File: src/rtl/mysystem_onchip_mem_arbiter.sv
// Round-robin arbiter that shares the single-port on-chip memory between the
// instruction-fetch master (M0, read-only) and the data master (M1, read/write/lock).
module mysystem_onchip_mem_arbiter #(
    parameter int unsigned ADDR_W   = 10,
    parameter int unsigned DATA_W   = 32,
    parameter int unsigned BE_W     = DATA_W / 8,
    parameter int unsigned MAX_LOCK = 15
) (
    input  logic              clk,
    input  logic              reset_n,
    input  logic              freeze,
    input  logic [ADDR_W-1:0] m0_address,
    input  logic              m0_read,
    output logic              m0_waitrequest,
    output logic [DATA_W-1:0] m0_readdata,
    output logic              m0_readdatavalid,
    input  logic [ADDR_W-1:0] m1_address,
    input  logic              m1_read,
    input  logic              m1_write,
    input  logic [BE_W-1:0]   m1_byteenable,
    input  logic [DATA_W-1:0] m1_writedata,
    input  logic              m1_debugaccess,
    input  logic              m1_lock,
    output logic              m1_waitrequest,
    output logic [DATA_W-1:0] m1_readdata,
    output logic              m1_readdatavalid,
    output logic [ADDR_W-1:0] mem_address,
    output logic [BE_W-1:0]   mem_byteenable,
    output logic [DATA_W-1:0] mem_writedata,
    output logic              mem_chipselect,
    output logic              mem_write,
    output logic              mem_debugaccess,
    output logic              mem_clken,
    input  logic [DATA_W-1:0] mem_readdata
);

    localparam int unsigned CNT_W = $clog2(MAX_LOCK + 1);

    typedef enum logic {
        MST_M0 = 1'b0,
        MST_M1 = 1'b1
    } mst_e;

    mst_e              rr_last;
    logic              lock_active;
    logic [CNT_W-1:0]  lock_cnt;
    logic              rdv0;
    logic              rdv1;
    logic [ADDR_W-1:0] addr_q;
    logic [BE_W-1:0]   be_q;
    logic [DATA_W-1:0] wdata_q;

    logic req0;
    logic req1;
    logic grant0;
    logic grant1;

    assign req0 = m0_read;
    assign req1 = m1_read | m1_write;

    // Grant from registered arbitration state; nothing is granted while in reset or frozen.
    always_comb begin
        grant0 = 1'b0;
        grant1 = 1'b0;
        if (reset_n && !freeze) begin
            if (lock_active) begin
                grant1 = req1;
            end else if (req0 && req1) begin
                grant0 = (rr_last == MST_M1);
                grant1 = (rr_last == MST_M0);
            end else begin
                grant0 = req0;
                grant1 = req1;
            end
        end
    end

    // Memory command mux; when idle the address/data/byteenable hold their last value.
    always_comb begin
        mem_address    = addr_q;
        mem_byteenable = be_q;
        mem_writedata  = wdata_q;
        if (grant0) begin
            mem_address    = m0_address;
            mem_byteenable = {BE_W{1'b1}};
        end else if (grant1) begin
            mem_address    = m1_address;
            mem_byteenable = m1_byteenable;
            mem_writedata  = m1_writedata;
        end
    end

    assign mem_chipselect   = grant0 | grant1;
    assign mem_write        = grant1 & m1_write;
    assign mem_debugaccess  = grant1 & m1_debugaccess;
    assign mem_clken        = ~freeze;

    assign m0_waitrequest   = ~grant0;
    assign m1_waitrequest   = ~grant1;
    assign m0_readdata      = mem_readdata;
    assign m1_readdata      = mem_readdata;
    assign m0_readdatavalid = rdv0;
    assign m1_readdatavalid = rdv1;

    always_ff @(posedge clk or negedge reset_n) begin
        if (!reset_n) begin
            addr_q  <= '0;
            be_q    <= '0;
            wdata_q <= '0;
        end else begin
            addr_q  <= mem_address;
            be_q    <= mem_byteenable;
            wdata_q <= mem_writedata;
        end
    end

    // Round-robin pointer, read-valid pipeline and M1 lock tracking.
    always_ff @(posedge clk or negedge reset_n) begin
        if (!reset_n) begin
            rr_last     <= MST_M1;
            lock_active <= 1'b0;
            lock_cnt    <= '0;
            rdv0        <= 1'b0;
            rdv1        <= 1'b0;
        end else begin
            rdv0 <= grant0;
            rdv1 <= grant1 & m1_read & ~m1_write;
            if (grant0) begin
                rr_last <= MST_M0;
            end else if (grant1) begin
                rr_last <= MST_M1;
            end
            // lock_cnt counts locked cycles including the command that took the lock
            if (lock_active) begin
                if (lock_cnt == CNT_W'(MAX_LOCK)) begin
                    lock_active <= 1'b0;
                    lock_cnt    <= '0;
                    rr_last     <= MST_M1;
                end else if (!m1_lock && (grant1 || !req1)) begin
                    lock_active <= 1'b0;
                    lock_cnt    <= '0;
                end else begin
                    lock_cnt <= lock_cnt + CNT_W'(1);
                end
            end else if (grant1 && m1_lock) begin
                lock_active <= 1'b1;
                lock_cnt    <= CNT_W'(1);
            end
        end
    end

endmodule
File: config.mk
export PLATFORM = sky130hd
export DESIGN_NAME = mysystem_onchip_mem_arbiter
export DESIGN_NICKNAME = d
export VERILOG_FILES = /design/src/rtl/mysystem_onchip_mem_arbiter.sv
export SDC_FILE = /design/constraint.sdc
export NUM_CORES = 1
export LEC_CHECK = 0
export ABC_AREA = 1
export CORE_UTILIZATION = 36
export CTS_CLUSTER_SIZE = 8
export DETAILED_ROUTE_END_ITERATION = 8
export GPL_TIMING_DRIVEN = 0
export PLACE_DENSITY = 0.86
export SETUP_SLACK_MARGIN = 0.2
export SLEW_MARGIN = 20
export SYNTH_ARGS = -nofsm -noshare
export SYNTH_HDL_FRONTEND = slang
export SYNTH_SLANG_ARGS = --single-unit
File: constraint.sdc
create_clock -name clk -period 2 [get_ports clk]
set_input_delay 0.4 -clock clk [delete_from_list [all_inputs] [get_ports clk]]
set_output_delay 0.4 -clock clk [all_outputs]
set_load 0.05 [all_outputs]
==> results <==
- The run finished, with violations left.
- The checks that failed: negative setup slack.
- Based on the critical path, the design can be clocked at up to around 0.45 GHz.
- The post-layout instance count excluding filler cells is 652.
- The height of the die is 89.46 um.
- The cell count after synthesis is roughly 320.
- The clock-pin slew on the worst setup and hold paths is 0.09 ns.
- The number of antenna diodes in the final layout is 0.
- The wire length reported by the detailed router is approximately 10,000 um.
- From left edge to right edge, the die measures 89.46 um.
- The number of rows created at floorplan is 31.
- The smallest clock period supported by the final layout is computed as 2.204 ns.
- By area the synthesized netlist is led by sky130_fd_sc_hd__dfrtp_1, sky130_fd_sc_hd__nand2_1, sky130_fd_sc_hd__buf_4.
- The cell area after layout is 6206 um^2.
- The worst-case clock skew is 0.002400 ns.
- The number of max-slew violations in the final report came to 0.
- The sequential area share after synthesis is 0.4911.
- The setup check on the worst reg-to-reg path leaves a slack of around 0.33 ns.
- The worst setup path is captured at a primary output.
- The clock buffer count from CTS is 5.
- The post-detailed-route via-to-cell ratio is 4.594.
- The root cell of the clock tree is sky130_fd_sc_hd__clkbuf_8.
- The maximum vdd drop is 0.0008490 V.
- The cell with the largest stage delay on the worst path is sky130_fd_sc_hd__dfstp_2.
- Summed over all instances, the cell type with the most area after synthesis is sky130_fd_sc_hd__dfrtp_1.
- The smallest setup slack after layout is -0.2044 ns.
- CTS built an H-tree with a depth of 2.
- The number of max-capacitance violations reported is 0.
- The final global-route overflow total is 0.
- The number of global-route vias before repair was 2,863.
- During synthesis, Yosys emitted a total of 0 warnings.
- The floorplan step defined a die boundary enclosing 8003 um^2.
- The net count of the finished layout is around 650.
- The iteration count of the initial detailed-routing pass is 4.
- The total standard cell area after synthesis is 2754 um^2.
- Detailed routing inserted a total of 2,995 vias.
- In this run the cell area measured after placement is roughly 4900 um^2.
- In this run the mean area of a mapped cell was 8.579 um^2.
- Synthesis inferred 54 register bits.
- In this run the critical register-to-register path is captured at wdata_q[0].
- Summed over all nets, the half-perimeter wirelength after detailed placement is ~6100 um.
- The number of primary I/O pins is 214.
- The count of antenna-violating nets left after detailed routing is 0.
- The number of placed cells counting well taps is 601.
- At the end of routability-driven placement, the weighted congestion stood at 0.7704.
- Data on the critical path arrives at its endpoint at 1.80 ns.
- STA classifies the critical path startpoint as a flop.
- The first routing iteration left 59 violations.
- The initial cell density of the core is 0.3757.
- At the later pin of the worst-skew pair, clock insertion delay measures 0.30 ns.
- For this run, design rule violations remaining after detail routing come to 0.
- The class of the most critical setup path is flop to primary output.
- The maximum number of pins on one net before global-route repair is 57.
- The total area inside the core boundary comes to roughly 7300 um^2.
- After detailed routing, the average wire length per cell comes to roughly 16 um.
- The clock tree from TritonCTS is built.
- The final count of hold timing violations is 0.
- Walking the worst path, the cells encountered are nand3_4, nand3_4, inv_8, buf_12, clkbuf_16, nand2_2, nand2_2, buf_8.
- Setup repair after global routing could not meet its margin everywhere.
- Of the available clock period, the critical path in the final layout requires 1.102.
- The analysis attributes to cell leakage a power of roughly 3 nW.
- The startpoint of the worst-slack reg-to-reg timing path is rr_last.
- Of the post-synthesis cell area, the dominant cell type holds 0.4816.
- The data required time at the worst endpoint is ~1.6 ns.
- The net count after synthesis is 418.
- The number of buffers inserted by port buffering is about 180.
- The final-report setup violation count is 50.
- The clock sink count is 54.
- On the worst path, the slowest cell contributes a delay of 0.60 ns.
- Counting distinct cell types in the post-synthesis netlist gives 25.
- The number of antenna violations at the first check in global routing is 0.
- Measured in cells, the most critical reg-to-reg path has a length of 9.
- The global-route wire length before repair is 13,180 um.
- In the global route stage, overall resource usage came out at 0.2151.
- The synthesis-to-layout area growth is 125.4%.
- The worst pin sits at a relative slew slack of 0.6432.
- The worst hold path belongs to the class primary input to async pin.
- The areal power density over the cells is approximately 1100 nW/um^2.
- The power after layout is 6.984 mW.
- The maximum buffer depth of the clock tree is 2.
- Of the cells placed in the final design, the portion with a size suffix greater than 1 is 0.5244.
- For the pin with the worst max-slew slack, the measured transition is 0.5335 ns.
- Along the worst path, the maximum fanout reaches 6.
## flip-flops by register name, summed over array words and instances, names as in the netlist
register / cells
m1_readdatavalid: 1
m0_readdatavalid: 1
be_q: 4
addr_q: 10
wdata_q: 32
rr_last: 1
lock_active: 1
lock_cnt: 4
## layout make-up
cell class,instances,area (um^2)
Buffer,73,614.3
Timing Repair inverter,1,16.27
Clock buffer,7,76.32
Fill cell,352,1125
Timing Repair Buffer,223,2501
Sequential cell,54,1354
Multi-Input combinational cell,181,1418
Clock inverter,1,30.03
Tap cell,99,123.9
Inverter,13,72.57
## per-layer routing
layer / wire (um) / global-route usage / vias to the layer above
met5: 0 / 0 / -
met4: 191 / 0.04906 / 0
met3: 756 / 0.06002 / 23
met2: 5760 / 0.4087 / 152
met1: 3698 / 0.2366 / 1428
li1: - / - / 1392
## per-stage QoR
stage	utilization	hold WS (ns)	setup slack, ns	TNS (ns)
after floorplan	-	0.1044	0.01998	0
after global placement	0.6696	0.4585	-2.958	-300.50
after detailed placement	0.6692	0.4612	-1.258	-61.51
after CTS	0.7819	-0.04029	-0.2190	-9.075
after global routing	0.8466	0.01512	-0.2661	-11.53
final	0.8466	0.01783	-0.2044	-8.354
## placed cells by master, fill, tap and decap left out, types with 2 or more instances in the layout
cell type,n
sky130_fd_sc_hd__buf_12,8
sky130_fd_sc_hd__buf_16,2
sky130_fd_sc_hd__buf_4,95
sky130_fd_sc_hd__buf_6,12
sky130_fd_sc_hd__buf_8,45
sky130_fd_sc_hd__clkbuf_1,2
sky130_fd_sc_hd__clkbuf_16,3
sky130_fd_sc_hd__clkbuf_8,5
sky130_fd_sc_hd__clkdlybuf4s50_1,122
sky130_fd_sc_hd__dfrtp_1,52
sky130_fd_sc_hd__dlygate4sd2_1,6
sky130_fd_sc_hd__inv_1,7
sky130_fd_sc_hd__inv_2,3
sky130_fd_sc_hd__nand2_1,57
sky130_fd_sc_hd__nand2_2,40
sky130_fd_sc_hd__nand2_4,46
sky130_fd_sc_hd__nand3_1,4
sky130_fd_sc_hd__nand3_4,12
sky130_fd_sc_hd__nor2_1,2
sky130_fd_sc_hd__nor2_4,3
sky130_fd_sc_hd__o21ai_0,4
sky130_fd_sc_hd__o22a_2,2
sky130_fd_sc_hd__o22a_4,2
## how the worst max path moves through the flow
stage,from,to,slack [ns],cells after the start
4_1_cts,rr_last,mem_address[2],-0.22,8
5_1_grt,rr_last,mem_writedata[2],-0.27,7
2_1_floorplan,freeze,mem_byteenable[0],0.02,6
3_3_place_gp,reset_n,mem_address[6],-2.96,9
3_5_place_dp,reset_n,mem_address[2],-1.26,9
6_report,rr_last,mem_writedata[7],-0.20,8
## power breakdown
group	internal [mW]	total (mW)	switching [mW]
Clock	0.375	0.733	0.357
Combinational	1.92	4.56	2.64
Sequential	1.47	1.70	0.224
## synth_stat cells
cell type,count
sky130_fd_sc_hd__a21oi_1,1
sky130_fd_sc_hd__a31o_2,1
sky130_fd_sc_hd__buf_2,3
sky130_fd_sc_hd__buf_4,65
sky130_fd_sc_hd__buf_6,5
sky130_fd_sc_hd__dfrtp_1,53
sky130_fd_sc_hd__dfstp_2,1
sky130_fd_sc_hd__ha_1,1
sky130_fd_sc_hd__inv_1,9
sky130_fd_sc_hd__inv_2,3
sky130_fd_sc_hd__inv_4,1
sky130_fd_sc_hd__nand2_1,142
sky130_fd_sc_hd__nand2_2,1
sky130_fd_sc_hd__nand2_4,1
sky130_fd_sc_hd__nand3_1,14
sky130_fd_sc_hd__nand3_2,1
sky130_fd_sc_hd__nand3_4,1
sky130_fd_sc_hd__nand4_1,1
sky130_fd_sc_hd__nor2_1,5
sky130_fd_sc_hd__nor2_2,1
sky130_fd_sc_hd__nor3_1,1
sky130_fd_sc_hd__o21ai_0,4
sky130_fd_sc_hd__o21ai_4,1
sky130_fd_sc_hd__o22a_1,4
sky130_fd_sc_hd__xor2_1,1
## critical path: cells and delay by family (launching register included)
family                 cells  cell delay (ns)
buffers and inverters      4             0.51
flip-flops                 1             0.60
AND/OR/NAND/NOR            4             0.39
## logic make-up after synthesis
logic type	after synthesis	synth area share
flops	54	0.4911
compound gates	11	0.03089
xor+xnor	1	0.003181
buf+inv	86	0.2217
simple gates	168	0.2485
fa+ha+maj	1	0.004543
## what timing repair did
item | CTS | global route
setup endpoints to repair | 54 | 51
cloned | 2 | 4
pin swaps | 18 | 16
resized for setup | 497 | 56
setup buffers | 22 | 13
hold endpoints to repair | 53 | 53
(Power assumes the default switching activity.)
